==> config.mk <==
export PLATFORM = sky130hd
export DESIGN_NAME = iqmap_16qam_flat
export DESIGN_NICKNAME = d
export VERILOG_FILES = /design/src/rtl/iqmap_16qam_if.sv /design/src/rtl/iqmap_16qam.sv /design/src/flat_wrapper.sv
export SDC_FILE = /design/constraint.sdc
export NUM_CORES = 1
export LEC_CHECK = 0
export CAP_MARGIN = 20
export CORE_MARGIN = 2
export CORE_UTILIZATION = 30
export DETAILED_ROUTE_END_ITERATION = 8
export PLACE_DENSITY = 0.51
export REMOVE_ABC_BUFFERS = 1
export SETUP_SLACK_MARGIN = 0.05
export SYNTH_ARGS = -nofsm -noshare
export SYNTH_HDL_FRONTEND = slang
export SYNTH_SLANG_ARGS = --single-unit
export TNS_END_PERCENT = 1
==> constraint.sdc <==
create_clock -name ck -period 4.21 [get_ports ck]
set_clock_uncertainty 0.2 [all_clocks]
set_input_delay 1.263 -clock ck [delete_from_list [all_inputs] [get_ports ck]]
set_output_delay 1.263 -clock ck [all_outputs]
set_load 0.05 [all_outputs]
==> src/rtl/iqmap_16qam_if.sv <==
// Word-in / symbol-out bundle for the 16-QAM transmit mapper.
interface iqmap_16qam_if;
    logic                valid_i;
    logic [127:0]        data_i;
    logic                ready_o;
    logic                valid_o;
    logic signed [10:0]  ar;
    logic signed [10:0]  ai;
    logic                busy;

    modport master (output valid_i, data_i,
                    input  ready_o, valid_o, ar, ai, busy);
    modport slave  (input  valid_i, data_i,
                    output ready_o, valid_o, ar, ai, busy);
endinterface

==> src/rtl/iqmap_16qam.sv <==
// 16-QAM transmit mapper: 128-bit words serialized MSB-first into 32 Gray-coded I/Q symbols.
// Optional debug outputs valid_raw/raw are enabled by defining IQMAP_16QAM_RAW_EN.
module iqmap_16qam (
    input  logic ck,
    input  logic rst,
    input  logic ce,
`ifdef IQMAP_16QAM_RAW_EN
    output logic       valid_raw,
    output logic [3:0] raw,
`endif
    iqmap_16qam_if.slave bus
);
    localparam int unsigned W_WORD = 128;
    localparam int unsigned W_SYM  = 11;
    localparam int unsigned W_CNT  = 5;
    localparam logic [W_CNT-1:0] LAST_SYM = W_CNT'(31);

    localparam logic signed [W_SYM-1:0] LVL_N1024 = 11'h400;
    localparam logic signed [W_SYM-1:0] LVL_N342  = 11'h6AA;
    localparam logic signed [W_SYM-1:0] LVL_P342  = 11'h156;
    localparam logic signed [W_SYM-1:0] LVL_P1023 = 11'h3FF;

    logic [W_WORD-1:0]       sh, sh_nxt;
    logic [W_WORD-1:0]       hold, hold_nxt;
    logic [W_CNT-1:0]        cnt, cnt_nxt;
    logic                    active, active_nxt;
    logic                    hold_full, hold_full_nxt;
    logic                    valid_q, valid_nxt;
    logic signed [W_SYM-1:0] ar_q, ar_nxt;
    logic signed [W_SYM-1:0] ai_q, ai_nxt;
    logic                    busy_q;
    logic                    ready;
    logic                    accept;
    logic                    last;

    // Gray-coded amplitude for one 2-bit axis code
    function automatic logic signed [W_SYM-1:0] level(input logic [1:0] code);
        logic signed [W_SYM-1:0] v;
        case (code)
            2'b00:   v = LVL_N1024;
            2'b01:   v = LVL_N342;
            2'b11:   v = LVL_P342;
            default: v = LVL_P1023;
        endcase
        return v;
    endfunction

    assign ready  = ~hold_full & ~rst;
    assign accept = bus.valid_i & ready & ce;
    assign last   = active & (cnt == LAST_SYM);

    // Next-state: shift/emit while active, route accepted words to sh or hold
    always_comb begin
        sh_nxt        = sh;
        hold_nxt      = hold;
        cnt_nxt       = cnt;
        active_nxt    = active;
        hold_full_nxt = hold_full;
        valid_nxt     = valid_q;
        ar_nxt        = ar_q;
        ai_nxt        = ai_q;
        if (ce) begin
            if (active) begin
                ar_nxt    = level(sh[127:126]);
                ai_nxt    = level(sh[125:124]);
                valid_nxt = 1'b1;
                sh_nxt    = {sh[W_WORD-5:0], 4'h0};
                cnt_nxt   = cnt + W_CNT'(1);
                if (last) begin
                    if (hold_full) begin
                        sh_nxt        = hold;
                        cnt_nxt       = '0;
                        hold_full_nxt = 1'b0;
                    end else if (accept) begin
                        sh_nxt  = bus.data_i;
                        cnt_nxt = '0;
                    end else begin
                        active_nxt = 1'b0;
                    end
                end else if (accept) begin
                    hold_nxt      = bus.data_i;
                    hold_full_nxt = 1'b1;
                end
            end else begin
                valid_nxt = 1'b0;
                if (accept) begin
                    sh_nxt     = bus.data_i;
                    cnt_nxt    = '0;
                    active_nxt = 1'b1;
                end
            end
        end
    end

    always_ff @(posedge ck) begin
        if (rst) begin
            sh        <= '0;
            hold      <= '0;
            cnt       <= '0;
            active    <= 1'b0;
            hold_full <= 1'b0;
            valid_q   <= 1'b0;
            ar_q      <= '0;
            ai_q      <= '0;
            busy_q    <= 1'b0;
        end else begin
            sh        <= sh_nxt;
            hold      <= hold_nxt;
            cnt       <= cnt_nxt;
            active    <= active_nxt;
            hold_full <= hold_full_nxt;
            valid_q   <= valid_nxt;
            ar_q      <= ar_nxt;
            ai_q      <= ai_nxt;
            busy_q    <= active_nxt | hold_full_nxt;
        end
    end

`ifdef IQMAP_16QAM_RAW_EN
    // Debug mirror of the nibble currently presented on ar/ai
    always_ff @(posedge ck) begin
        if (rst) begin
            valid_raw <= 1'b0;
            raw       <= '0;
        end else begin
            valid_raw <= valid_nxt;
            if (ce && active) raw <= sh[127:124];
        end
    end
`endif

    assign bus.ready_o = ready;
    assign bus.valid_o = valid_q;
    assign bus.ar      = ar_q;
    assign bus.ai      = ai_q;
    assign bus.busy    = busy_q;
endmodule
==> src/flat_wrapper.sv <==
// flat-port wrapper written by rule: the top's interface ports become plain ports
module iqmap_16qam_flat 
  (ck, rst, ce, bus_valid_i, bus_data_i, bus_ready_o, bus_valid_o, bus_ar, bus_ai, bus_busy);
  iqmap_16qam_if bus_i ();
  input  logic ck;
  input  logic rst;
  input  logic ce;
  input wire logic [$bits(bus_i.valid_i)-1:0] bus_valid_i;
  input wire logic [$bits(bus_i.data_i)-1:0] bus_data_i;
  output wire logic [$bits(bus_i.ready_o)-1:0] bus_ready_o;
  output wire logic [$bits(bus_i.valid_o)-1:0] bus_valid_o;
  output wire logic [$bits(bus_i.ar)-1:0] bus_ar;
  output wire logic [$bits(bus_i.ai)-1:0] bus_ai;
  output wire logic [$bits(bus_i.busy)-1:0] bus_busy;
  assign bus_i.valid_i = bus_valid_i;
  assign bus_i.data_i = bus_data_i;
  assign bus_ready_o = bus_i.ready_o;
  assign bus_valid_o = bus_i.valid_o;
  assign bus_ar = bus_i.ar;
  assign bus_ai = bus_i.ai;
  assign bus_busy = bus_i.busy;
  iqmap_16qam u_core (.ck(ck), .rst(rst), .ce(ce), .bus(bus_i));
endmodule
**Word-level counts from Yosys, hierarchy flattened**

Cells that the tools add are included.
Widths: inputs -> output; s select.

- Register bits after elaboration: 287
- Input bits: 132
- Output and inout port bits: 25
- Logic and storage cells: 51

- Add/sub/neg operators: 1
- Equality and inequality tests: 5
- Multiplexer cells: 22
- Bitwise gates (word level): 8
- Reductions and logical operators: 6

Operator list:

| operator | count |
|---|---|
| $mux 128 | 5 |
| $pmux 11 s3 | 2 |
| $mux 5 | 5 |
| $mux 1 | 10 |
| $add 5x1->5 const B | 1 |
| $eq 5x5->1 const B | 1 |
| $and 1x1->1 | 4 |
| $eq 2x1->1 const B | 2 |
| $eq 2x2->1 const B | 2 |
| $logic_not 2->1 | 2 |
| $reduce_and 2->1 | 2 |
| $reduce_and 4->1 | 1 |
| $not 1->1 | 3 |
| $reduce_bool 2->1 | 1 |
| $or 1x1->1 | 1 |

**Longest topological paths before layout**

Gate-level depths: netlist of run 1.

- Depth after elaboration: 10
- Mapped depth: 10
- Mapped depth without buffers: 7

**Least setup slack after synthesis of run 1**

No wires, ideal clock.

- Path kind: input to output
- Start: input port rst
- End: output port bus_ready_o
- Arrival: 2.474 ns
- Required time: 2.747 ns
- Path slack: 0.273 ns
- Stages: 4
- Buffers on the path: 3
- Path through: buf_2 -> clkbuf_1 -> clkbuf_1 -> nor2_1

- Word-level cells in the longest chain between the ends: 2

Ends and longest elaborated chain:

| element | line | source |
|---|---|---|
| start, declared | flat_wrapper.sv:6 | `input logic rst;` |
| $not 1->1 | iqmap_16qam.sv:48 | `assign ready = ~hold_full & ~rst;` |
| $and 1x1->1 | iqmap_16qam.sv:48 |  |
| end, declared | flat_wrapper.sv:10 | `output wire logic [$bits(bus_i.ready_o)-1:0] bus_ready_o;` |

Every way passes these cells.

**Final worst setup path of run 1**

- Start: register u_core.hold_full
- End: output port bus_ready_o

- Word-level cells in the longest chain between the ends: 2

Ends and longest elaborated chain:

| element | line | source |
|---|---|---|
| start, declared | iqmap_16qam.sv:27 | `logic hold_full, hold_full_nxt;` |
| start signal, assigned | iqmap_16qam.sv:111 | `hold_full <= hold_full_nxt;` |
| $not 1->1 | iqmap_16qam.sv:48 |  |
| $and 1x1->1 | iqmap_16qam.sv:48 |  |

Every way passes these cells.

==> qor.txt, run 1 <==
Status -> finished, final reports clean
Non-Filler Instances -> 2362
Area grow syn2layout -> 22.3%
Predominant post-synthesis flop cell -> dfxtp_1
GRT overflow -> 0
Pre-antenna DRT Iters -> 6
Fin crit share -> 81.9%
CP Class -> reg -> out
Placed instance area -> 15500 sq um
Unrepaired setup endpoints after global routing -> false
DP Wirelength -> 24.2 mm
PortBufs -> 156
Switching Fraction -> 25.9%
Worst r2r src -> u_core.cnt[0]
Seq/Total Area, Yosys -> 40.4%
Hold wc startpoint -> u_core.hold[47]
Startpoint Class -> flip-flop
Synthesized flop and latch total -> 275
Number of fill cells in the layout -> 4670
Root Driver -> clkbuf_16
Layout Nets -> 1877
Post-CTS sizing -> 0
Cts hold-fix bufs -> 0
Yosys warnings -> 0
Inst Count DP -> 2295
Wire per inst -> 19.9 um
Worst-skew pair later-pin latency -> 0.54 ns
Max_slew headroom -> 34.5%
Crit end category -> primary output
Placement Rows -> 78
Netlist cell types -> 39
Worst-Margin Slew -> 0.982 ns
Placer Congestion -> 0.714
Met2 WL post-DR -> 22.3 mm
Synth Cell Area -> 13600 sq um
Fin. Hold Viols -> 0
Seq pwr share -> 41.9%
Detailed-route DRC error count -> 0
Leakage -> 5.62 nW
Total internal power -> 5.02 mW
CP arrival -> 1.98 ns
Max-Cap Viols -> 0
Crit path time final -> 3.45 ns
Die W -> 217 um
Design area -> 16700 sq um
CTS tree -> yes
Cells after synthesis -> 1711
DR iter-0 viols -> 1161
Met3 WL -> 2.82 mm
Setup violations, final -> 0
Postcts setup bufs -> 0
Top Ports -> 157
Max Fclk -> 290 MHz
Gate power share -> 12.5%
Clock power share -> 45.5%
Total Neg Setup Slack -> 0 ns
Remaining antenna violation count -> 0
Via count -> 13323
Largest vdd supply drop -> 0.229 mV
Worst Hold Class -> reg -> reg
P_sw -> 1.75 mW
Largest net degree at the start of global routing -> 155
CORE AREA -> 45100 sq um
Vias per inst -> 5.64
Top Layer Used -> met5
Fraction of registers with async set/reset -> 0%
Initial antenna violation count -> 4
Num Clock Sinks -> 275
Worst-path maximum fanout -> 76
Power density cells -> 407 nW/um^2
Wire length of the first global-routing pass -> 74.4 mm
Wl on met1 -> 21.1 mm
Starting Density -> 30.2%
Routed WL -> 47.0 mm
Crit path launch -> u_core.hold_full
CTS buffer count -> 36
Total GRT Usage -> 19.5%
Synth Area per Inst -> 7.97 sq um
CTS H-tree depth -> 2
Fraction of layout cells with a size suffix above 1 -> 5.75%
Clock slew at reported path FFs -> 0.06 ns
CTS Buffer Depth -> 3
Number of synthesized flops with an enable pin -> 0
Required @ worst endpoint -> 2.75 ns
Vias in the first global route -> 13070
Fin. max-slew vios -> 0
Die Area -> 47200 sq um
Die height -> 217 um
[worst paths after layout]
path | slack (ns) | to | cells past startpoint
worst min register to register | 0.25 | u_core.hold[47] | 2
worst min-delay path | 0.25 | u_core.hold[47] | 2
worst max-delay path | 0.76 | bus_ready_o | 2
worst max register to register | 1.08 | u_core.sh[98] | 8
[flip-flops by register name (all words and copies together) (netlist names)]
name / flops
u_core.bus.valid_o: 1
u_core.sh: 128
u_core.bus.busy: 1
u_core.active: 1
u_core.hold: 128
u_core.cnt: 5
u_core.bus.ai: 5
u_core.hold_full: 1
u_core.bus.ar: 5
[logic make-up (layout without fill, tap and decap cells)]
family	count (synthesis)	in the layout	synth area share [%]
flip-flops	275	275	40.4
other	0	5	0
buffers and inverters	206	252	6.63
adder cells (fa/ha/maj)	12	12	1.10
multiplexers	1	1	0.0734
AND/OR/NAND/NOR	555	555	18.1
AO/OA/AOI/OAI	662	662	33.7
[cells in the mapped netlist, drive strengths merged (3+ instances only)]
master / n / area, sq um
or3: 121 / 757
clkbuf: 126 / 473
dfxtp: 275 / 5510
a21oi: 139 / 696
and3: 3 / 18.8
nor2: 136 / 510
nor3: 8 / 40.0
o21ai: 137 / 686
o2111ai: 120 / 1050
buf: 75 / 412
a221oi: 3 / 26.3
nand2: 272 / 1030
o221a: 4 / 45.0
o221ai: 4 / 35.0
o22a: 120 / 1050
o22ai: 4 / 25.0
inv: 5 / 18.8
ha: 12 / 150
a211oi: 123 / 923
[layout by cell type, fill, tap and decap left out, types with 2 or more instances in the layout]
master	n
and3_1	3
nand2b_1	2
a211oi_1	123
a221oi_1	3
a31oi_1	2
dfxtp_4	2
o2111ai_1	120
nor3_1	7
or3_1	120
ha_1	11
and2_1	2
clkbuf_1	10
clkbuf_8	7
inv_1	5
buf_12	9
nand2_8	2
nand3b_1	2
a22oi_1	2
nor2_1	136
clkdlybuf4s50_1	154
o21ai_0	137
o22a_1	120
clkinv_2	5
o221a_2	4
buf_4	21
nand3_1	2
dfxtp_1	273
bufinv_16	2
a21oi_1	139
nand2_1	269
diode_2	5
o221ai_1	4
clkbuf_16	38
o22ai_1	4
[worst max-delay path: stages, from the launching register on]
cell and delay [ns]:
dfxtp_4 0.99, nor2_1 0.18, buf_4 0.25
[area by class of cell]
cell class | count | area [sq um] | share of cell area [%]
tap | 600 | 751 | 4.50
clock inverter | 7 | 85.1 | 0.510
clock buffer | 55 | 1080 | 6.51
multi-input combinational | 1230 | 7310 | 43.9
inverter | 5 | 18.8 | 0.113
timing repair buffer | 185 | 1890 | 11.4
sequential | 275 | 5510 | 33.1
antenna | 5 | 12.5 | 0.0751
[through the flow]
| step | utilization, % | setup WS [ns] | power [mW] | hold WS (ns) |
|---|---|---|---|---|
| 2_1_floorplan | - | -7.70 | 3.36 | 0.230 |
| 3_3_place_gp | 34.3 | 0.588 | 3.73 | 0.242 |
| 3_5_place_dp | 34.3 | 0.556 | 3.74 | 0.247 |
| 4_1_cts | 36.9 | 0.696 | 6.86 | 0.255 |
| 5_1_grt | 36.9 | 0.667 | 7.08 | 0.270 |
| 6_report | 37.0 | 0.764 | 6.78 | 0.252 |
[power by group through the flow]
stage | sequential, mW | combinational, mW | clock, mW
final | 2.84 | 0.848 | 3.09
after global routing | 2.86 | 0.932 | 3.29
after CTS | 2.84 | 0.852 | 3.16
after detailed placement | 2.90 | 0.847 | 0
after global placement | 2.89 | 0.838 | 0
after floorplan | 2.90 | 0.456 | 0
[metal layers]
metal | up-vias | global-route usage [%]
met5 | - | 0
met4 | 2 | 5.37
met3 | 63 | 3.97
met2 | 359 | 33.1
met1 | 6508 | 25.1
li1 | 6391 | -
Note: power is estimated with default switching activity, not from simulation.
==> run 2, diff against run 1 <==
--- a/config.mk
+++ b/config.mk
@@ -9,7 +9,7 @@
 export CORE_MARGIN = 2
 export CORE_UTILIZATION = 30
 export DETAILED_ROUTE_END_ITERATION = 8
-export PLACE_DENSITY = 0.51
+export PLACE_DENSITY = 0.53
 export REMOVE_ABC_BUFFERS = 1
 export SETUP_SLACK_MARGIN = 0.05
 export SYNTH_ARGS = -nofsm -noshare
==> constraint.sdc (replaced) <==
create_clock -name ck -period 2.85 [get_ports ck]
set_clock_uncertainty 0.2 [all_clocks]
set_input_delay 0.855 -clock ck [delete_from_list [all_inputs] [get_ports ck]]
set_output_delay 0.855 -clock ck [all_outputs]
set_load 0.05 [all_outputs]
==> qor.txt, run 2 (synthesis gave the netlist of run 1 again) <==
Power density cells -> 575 nW/um^2 (+41%)
Worst Hold Class -> reg -> reg
Number of fill cells in the layout -> 4564 (-2.3%)
Cts hold-fix bufs -> 0 (unchanged)
Setup violations, final -> 0 (unchanged)
Utilization after layout -> 38.2% (+1.2 points)
Post-CTS sizing -> 1 (+1)
Worst r2r src -> u_core.cnt[0]
Layout Nets -> 1913 (+1.9%)
PortBufs -> 156 (unchanged)
Die Area -> 47200 sq um (unchanged)
Starting Density -> 30.2% (unchanged)
CTS H-tree depth -> 2 (unchanged)
Detailed-route DRC error count -> 0 (unchanged)
Crit path time final -> 2.72 ns
Max-Cap Viols -> 0 (unchanged)
GRT overflow -> 0 (unchanged)
Die height -> 217 um (unchanged)
Hold wc startpoint -> u_core.hold[34]
Commonest non-fill, non-tap cells in the layout -> 273 x dfxtp_1, 269 x nand2_1, 139 x a21oi_1
Postcts setup bufs -> 0 (unchanged)
Via count -> 13572 (+1.9%)
Commonest non-fill, non-tap cell in the layout -> dfxtp_1
Fraction of layout cells with a size suffix above 1 -> 7.70% (+1.9 points)
Worst-Margin Slew -> 0.890 ns (-0.0920 ns)
Num Clock Sinks -> 275 (unchanged)
Capture point of the worst reg-to-reg path -> u_core.sh[91]
Wire per inst -> 19.7 um (-0.90%)
Unrepaired setup endpoints after global routing -> false
Routed WL -> 47.2 mm (+0.49%)
Required @ worst endpoint -> 1.80 ns (-0.95 ns)
CTS tree -> yes
Critical path's top delay family -> buffers and inverters
Initial antenna violation count -> 4 (unchanged)
CTS Buffer Depth -> 3 (unchanged)
Top Ports -> 157 (unchanged)
Largest vdd supply drop -> 0.312 mV (+36%)
Pre-antenna DRT Iters -> 8 (+2)
Status -> finished, final reports clean
Worst-skew pair later-pin latency -> 0.53 ns (about the same)
Crit end category -> primary output
Largest net degree at the start of global routing -> 150 (-3.2%)
CORE AREA -> 45100 sq um (unchanged)
CP Cell Sequence -> clkdlybuf4s50_1
Wire length of the first global-routing pass -> 75.7 mm (+1.7%)
CP bufs+invs -> 1 (unchanged)
Total GRT Usage -> 19.7% (+0.18 points)
Reg2Reg Depth -> 8 (unchanged)
CTS buffer count -> 35 (-2.8%)
Remaining antenna violation count -> 0 (unchanged)
Startpoint Class -> flip-flop
Fin. max-slew vios -> 0 (unchanged)
CP arrival -> 1.67 ns (-0.31 ns)
Fin. Hold Viols -> 0 (unchanged)
Total Neg Setup Slack -> 0 ns (unchanged)
Slowest cell on the critical path -> clkdlybuf4s50_1
Vias in the first global route -> 13578 (+3.9%)
DP Wirelength -> 27.1 mm (+12%)
Hold Path Depth -> 2 (unchanged)
Placer Congestion -> 0.747 (+4.7%)
DR iter-0 viols -> 1015 (-13%)
Worst Hold End -> u_core.hold[34]
Worst-path maximum fanout -> 2 (-97%)
Leakage -> 6.17 nW (+9.7%)
R2R setup slack -> 0.39 ns (-0.69 ns)
Vias per inst -> 5.67 (+0.47%)
Crit path launch -> u_core.bus.ai[10]
Die W -> 217 um (unchanged)
Area grow syn2layout -> 26.4%
CP Class -> reg -> out
Fin crit share -> 95.6%
Regs by FF count -> u_core.hold: 128 flops, u_core.sh: 128 flops
Max_slew headroom -> 40.7% (+6.1 points)
Overall Power -> 9.90 mW (+46%)
Root Driver -> clkbuf_16
Max Fclk -> 367 MHz
Clock slew at reported path FFs -> 0.06 ns (about the same)
Placement Rows -> 78 (unchanged)
Max stage delay on crit path -> 0.81 ns (-0.18 ns)
## run 2: cell types whose count changed in the layout (fill, tap and decap cells not counted), sizes merged
cell | previous run | this run
clkinvlp | 0 | 1
buf | 31 | 68
clkdlybuf4s50 | 154 | 138
dlymetal6s2s | 0 | 15
clkinv | 5 | 4
diode | 5 | 2
clkbuf | 55 | 56
bufinv | 2 | 0
dlygate4sd2 | 0 | 1
## run 2: area by class of cell
class	instances	area [sq um]	area share, %
clock buffers	56	1110	6.43
multi-input cells	1230	7310	42.4
diodes	2	5.00	0.0290
flip-flops and latches	275	5510	32.0
repair buffers	222	2500	14.5
well taps	600	751	4.36
inverters	5	18.8	0.109
clock inverters	5	27.5	0.160
## run 2: power breakdown
group	internal [mW]	switching, mW	total, mW	leakage [nW]
clock network	2.66	1.74	4.39	0.559
logic	0.636	0.698	1.33	3.36
registers	4.03	0.139	4.17	2.25
total	7.33	2.58	9.90	6.17
## run 2: metal layers
metal  up-vias  global-route usage (%)  wire length [um]
met5         -                       0                13
met4         2                    7.83              1220
met3        69                    2.78              2400
met2       390                    33.2             22400
met1      6634                    25.4             21100
li1       6477                       -                 -
## run 2: worst max path at each step
| stage | endpoint | slack [ns] | cells past startpoint |
|---|---|---|---|
| 2_1_floorplan | u_core.hold[0] | -9.06 | 4 |
| 3_3_place_gp | u_core.hold[98] | -0.07 | 6 |
| 3_5_place_dp | u_core.hold[118] | -0.09 | 6 |
| 4_1_cts | bus_ar[4] | 0.009 | 1 |
| 5_1_grt | bus_ai[10] | 0.06 | 1 |
| 6_report | bus_ai[10] | 0.13 | 1 |
## run 2: per-stage QoR
step / instances / worst slack [ns] / hold WS [ns] / instance area [sq um]
detailed placement: 2332 / -0.0888 / 0.248 / 16100
CTS: 2393 / 0.00950 / 0.255 / 17200
finish: 2395 / 0.125 / 0.254 / 17200
global route: 2395 / 0.0620 / 0.271 / 17200
floorplan: 1510 / -9.06 / 0.230 / 12700
global placement: 2332 / -0.0709 / 0.241 / 16100
==> run 3, diff against run 2 <==
--- a/config.mk
+++ b/config.mk
@@ -6,7 +6,7 @@
 export NUM_CORES = 1
 export LEC_CHECK = 0
 export CAP_MARGIN = 20
-export CORE_MARGIN = 2
+export CORE_MARGIN = 1.5
 export CORE_UTILIZATION = 30
 export DETAILED_ROUTE_END_ITERATION = 8
 export PLACE_DENSITY = 0.53
==> qor.txt, run 3 (synthesis gave the netlist of run 1 again) <==
Status -> finished, final reports clean
Die W -> 216 um (-0.46%)
Slowest cell on the critical path -> clkdlybuf4s50_1
Met2 usage -> 33.6% (+0.43 points)
Clock slew at reported path FFs -> 0.06 ns (about the same)
CTS Buffer Depth -> 3 (unchanged)
CP Class -> reg -> out
Reg2Reg Depth -> 8 (unchanged)
Max-Cap Viols -> 0 (unchanged)
Leakage -> 6.21 nW (+0.74%)
Postcts setup bufs -> 0 (unchanged)
Initial antenna violation count -> 4 (unchanged)
Capture point of the worst reg-to-reg path -> u_core.sh[12]
Pre-antenna DRT Iters -> 5 (-3)
Root Driver -> clkbuf_16
Met3 Use GR -> 3.54% (+0.76 points)
Clock power share -> 47.0% (+2.6 points)
Die Area -> 46700 sq um (-0.92%)
Overall Power -> 10.4 mW (+5.0%)
Fin. max-slew vios -> 0 (unchanged)
Wire per inst -> 20.2 um (+2.4%)
Switching Fraction -> 25.3% (-0.75 points)
Fin crit share -> 95.9% (+0.32 points)
Worst-path maximum fanout -> 2 (unchanged)
PortBufs -> 156 (unchanged)
Largest net degree at the start of global routing -> 130 (-13%)
DR iter-0 viols -> 971 (-4.3%)
Num Clock Sinks -> 275 (unchanged)
GRT busiest layer -> met2
Area grow syn2layout -> 27.0%
Starting Density -> 30.6% (+0.39 points)
CTS H-tree depth -> 2 (unchanged)
Max Fclk -> 366 MHz (-0.34%)
Largest vdd supply drop -> 0.314 mV (+0.55%)
GRT overflow -> 0 (unchanged)
Required @ worst endpoint -> 1.80 ns (about the same)
Die height -> 216 um (-0.46%)
Hold wc startpoint -> u_core.hold[44]
Startpoint Class -> flip-flop
Top Ports -> 157 (unchanged)
Crit path time final -> 2.73 ns (+0.00918 ns)
Utilization after layout -> 38.9% (+0.69 points)
Worst-skew pair later-pin latency -> 0.54 ns (about the same)
Inst Count DP -> 2317 (-0.64%)
Cts hold-fix bufs -> 0 (unchanged)
Remaining antenna violation count -> 0 (unchanged)
Commonest non-fill, non-tap cell in the layout -> dfxtp_1
Worst Hold Class -> reg -> reg
Multi-input logic area -> 7310 sq um (unchanged)
Unrepaired setup endpoints after global routing -> false
Seq pwr share -> 40.2% (-1.9 points)
Wire length of the first global-routing pass -> 76.0 mm (+0.40%)
Regs by FF count -> u_core.hold: 128 flops, u_core.sh: 128 flops
CTS tree -> yes
Worst Hold End -> u_core.hold[44]
Worst-Margin Slew -> 0.821 ns (-0.0694 ns)
Number of fill cells in the layout -> 4544 (-0.44%)
Max_slew headroom -> 45.3% (+4.6 points)
Fraction of layout cells with a size suffix above 1 -> 7.66% (-0.034 points)
Non-Filler Instances -> 2382 (-0.54%)
Routed WL -> 48.1 mm (+1.8%)
P_sw -> 2.63 mW (+2.0%)
Via count -> 13584 (+0.088%)
Met1 Track Usage GR -> 26.4% (+1.0 points)
Critical path's top delay family -> buffers and inverters
CP Cell Sequence -> clkdlybuf4s50_1
R2R setup slack -> 0.38 ns (about the same)
Max stage delay on crit path -> 0.81 ns (about the same)
CP bufs+invs -> 1 (unchanged)
Crit path launch -> u_core.bus.valid_o
Setup violations, final -> 0 (unchanged)
Gate power share -> 12.8% (-0.7 points)
Vias in the first global route -> 13301 (-2.0%)
Crit end category -> primary output
CTS buffer count -> 35 (unchanged)
Worst r2r src -> u_core.cnt[0]
Fin. Hold Viols -> 0 (unchanged)
CORE AREA -> 44500 sq um (-1.3%)
Design area -> 17300 sq um (+0.49%)
CP arrival -> 1.68 ns (about the same)
Power density cells -> 600 nW/um^2 (+4.5%)
Placer Congestion -> 0.743 (-0.59%)
Placed instance area -> 16000 sq um (-0.31%)
Total Neg Setup Slack -> 0 ns (unchanged)
Detailed-route DRC error count -> 0 (unchanged)
Layout Nets -> 1906 (-0.37%)
Register area -> 5510 sq um (unchanged)
Commonest non-fill, non-tap cells in the layout -> 273 x dfxtp_1, 269 x nand2_1, 139 x a21oi_1
DP Wirelength -> 26.6 mm (-1.7%)
Total GRT Usage -> 20.0% (+0.32 points)
Vias per inst -> 5.70 (+0.63%)
Placement Rows -> 77 (-1.3%)
Total internal power -> 7.77 mW (+6.0%)
Hold Path Depth -> 2 (unchanged)
[run 3: cell types whose count changed in the layout (fill, tap and decap cells not counted)]
cell	before	now
clkinv_2	4	5
clkbuf_16	38	37
clkbuf_1	9	5
buf_12	32	33
bufinv_16	0	5
clkbuf_8	9	11
buf_4	35	27
clkinvlp_4	1	0
[run 3: worst max path at each step]
stage,slack (ns),end,depth (start not counted)
floorplan,-9.06,u_core.hold[0],4
global placement,-0.06,u_core.hold[33],6
CTS,0.005,bus_ar[9],1
global route,0.07,bus_valid_o,1
detailed placement,-0.06,u_core.hold[33],6
finish,0.12,bus_valid_o,1
[run 3: repair_timing]
item | CTS | global route
endpoints found under the setup margin | 16 | 15
endpoints found under the hold margin | 0 | 0
gates resized for setup | 1 | 15
[run 3: area by class of cell]
| class | instances | share of cell area, % |
|---|---|---|
| Sequential cell | 275 | 31.8 |
| Tap cell | 592 | 4.28 |
| Antenna cell | 2 | 0.0289 |
| Multi-Input combinational cell | 1230 | 42.2 |
| Inverter | 5 | 0.108 |
| Clock inverter | 10 | 1.01 |
| Timing Repair Buffer | 215 | 14.2 |
| Clock buffer | 53 | 6.33 |
[run 3: per-stage QoR]
stage	hold slack [ns]	setup slack, ns
final	0.254	0.116
after floorplan	0.230	-9.06
after global routing	0.268	0.0705
after detailed placement	0.246	-0.0622
after CTS	0.254	0.00530
after global placement	0.241	-0.0557
[run 3: layer usage]
| layer | share of wire, % | wire length [um] |
|---|---|---|
| met1 | 46 | 22100 |
| met2 | 47 | 22800 |
| met3 | 5.2 | 2490 |
| met4 | 1.5 | 722 |
| met5 | 0.048 | 23 |
[run 3: power by group through the flow]
stage               clock, mW  combinational [mW]  sequential, mW
finish                   4.89                1.33            4.17
global route             5.15                1.46            4.19
CTS                      4.99                1.34            4.17
detailed placement          0                1.33            4.25
global placement            0                1.31            4.25
floorplan                   0               0.674            4.29
==> edit: new RTL, flow settings as in run 3 <==
The localparam `W_CNT` goes from 5 to 7.
--- a/src/rtl/iqmap_16qam.sv
+++ b/src/rtl/iqmap_16qam.sv
@@ -12,7 +12,7 @@
 );
     localparam int unsigned W_WORD = 128;
     localparam int unsigned W_SYM  = 11;
-    localparam int unsigned W_CNT  = 5;
+    localparam int unsigned W_CNT  = 7;
     localparam logic [W_CNT-1:0] LAST_SYM = W_CNT'(31);
 
     localparam logic signed [W_SYM-1:0] LVL_N1024 = 11'h400;
Formal check against the unedited RTL: same outputs for any inputs over 4 cycles, from zero or initial values and one cycle with rst high; that may be too few to reach the edited logic, so the function may still have changed.
==> edit against run 3 <==
- sequential cell count is 2 higher
- sequential power hardly changed
- hold slack worse by 0.0016 ns
- clock power is 9.4% lower
- core utilization up 0.12 points
- worst setup slack worse by 0.031 ns
- routed wire length fell by 4.8%
- design area down 0.13%
- total power shrank 2.3%
- count of clock-buffer cells in the layout rose by 2
- critical path depth unchanged
- area after synthesis shrank 1.1%
- synthesized cell count fell by 6.8%
- highest routed layer unchanged
==> edit: results (changes against run 3) <==
Finish
  • Design Area, Final: 0.0173 mm2 (about the same)
  • Fin nets: 1819 (was 1906)
  • Layout cell share with drive strength beyond 1: 12.4% (was 7.66%)
  • Largest regs: u_core.hold x128, u_core.sh x128, u_core.cnt x7 (was u_core.hold x128, u_core.sh x128)
  • Filler Cell Count: 4490 (was 4544)
  • Final non-filler cell total: 2290 (was 2382)

Critical path
  • Crit path launch: u_core.bus.ar[8] (was u_core.bus.valid_o)
  • Worst Reg-to-Reg Cells: 6 (was 8)
  • Worst R2R Start: u_core.cnt[3] (was u_core.cnt[0])
  • R2R Path End: u_core.sh[27] (was u_core.sh[12])
  • CP arrival: 1.71 ns (was 1.68 ns)
  • Worst Setup EP: bus_ar[6] (was bus_valid_o)
  • R2R setup slack: 0.69 ns (was 0.38 ns)
  • Worst Path Max Fanout: 5 (was 2)

Clock tree
  • Worst skew pair latency: 0.52 ns (was 0.54 ns)
  • Max clock buf depth: 3 (unchanged)
  • Setup bufs post-CTS: 0 (unchanged)
  • CTS Hold Bufs: 0 (unchanged)

Synthesis
  • Post-synth top cells: nand2_1, dfxtp_1, a21oi_1 (was dfxtp_1, nand2_1, a21oi_1)
  • Netlist cell types: 46 (was 39)
  • Syn_area_per_cell: 8.45 um2 (was 7.97 um2)
  • Post-synthesis sequential area ratio: 41.1% (was 40.4%)
  • Main synth FF type: dfxtp_1 (unchanged)
  • Top cells by area, synth: dfxtp_1, a21oi_1, nand2_1 (was dfxtp_1, o2111ai_1, o22a_1)
  • Synth warn: 0 (unchanged)

Detailed routing
  • Starting DRC count in detailed routing: 978 (was 971)
  • Vias per std cell: 5.78 (was 5.70)
  • Drt pass-1 iters: 5 (unchanged)
  • Wire per inst: 20.0 um (was 20.2 um)

Power and ir drop
  • Combinational power share: 15.2% (was 12.8%)
  • Internal Power: 7490 uW (was 7770 uW)
  • Pleak: 0.00639 uW (was 0.00621 uW)
  • Maximum VDD drop: 0.000363 V (was 0.000314 V)
  • Reg power frac: 41.2% (was 40.2%)
  • Final Total Pwr: 10200 uW (was 10400 uW)

Place
  • Dpl hpwl: 26.8 mm (was 26.6 mm)
  • Worst slack at placement: -0.171 ns (was -0.0622 ns)
  • DP Cell Count: 2231 (was 2317)
  • Placer Congestion: 0.760 (was 0.743)
  • Placed cell area: 0.0161 mm2 (was 0.0160 mm2)

Global routing
  • First-pass GRT wire length: 73.2 mm (was 76.0 mm)
  • Number of global-route vias before repair: 13.1k (was 13.3k)
  • GRT Total Usage: 19.3% (was 20.0%)
  • Largest net degree at the start of global routing: 86 (was 130)
  • Initial antenna violation count: 6 (was 4)

Outcome
  • Outcome: finished clean (unchanged)

Timing
  • Max_slew headroom: 43.4% (was 45.3%)
  • WHS: 0.253 ns (was 0.254 ns)

Hold path
  • Hold EP: u_core.bus.ar[0] (was u_core.hold[44])
  • Hold_sp: u_core.bus.ar[0] (was u_core.hold[44])
-- edit: routing by layer --
metal / track usage, % / vias to the layer above / routed length [um]
li1: - / 6282 / -
met1: 25.4 / 6469 / 20700
met2: 32.1 / 408 / 21700
met3: 3.72 / 57 / 2750
met4: 4.79 / 10 / 608
met5: 0 / - / 65
-- edit: area by class of cell --
cell class / count / share of cell area, %
Tap cell: 592 / 4.28
Antenna cell: 1 / 0.0145
Clock inverter: 3 / 0.232
Inverter: 6 / 0.174
Clock buffer: 55 / 6.38
Multi-Input combinational cell: 1116 / 40.9
Timing Repair Buffer: 240 / 15.9
Sequential cell: 277 / 32.1
-- edit: cell families after synthesis --
logic type               count (synthesis)  share of synthesized area, %
AO/OA/AOI/OAI                          670                          36.2
flip-flops                             277                          41.1
AND/OR/NAND/NOR                        435                          14.7
adder cells (fa/ha/maj)                 11                          1.02
buffers and inverters                  202                          6.85
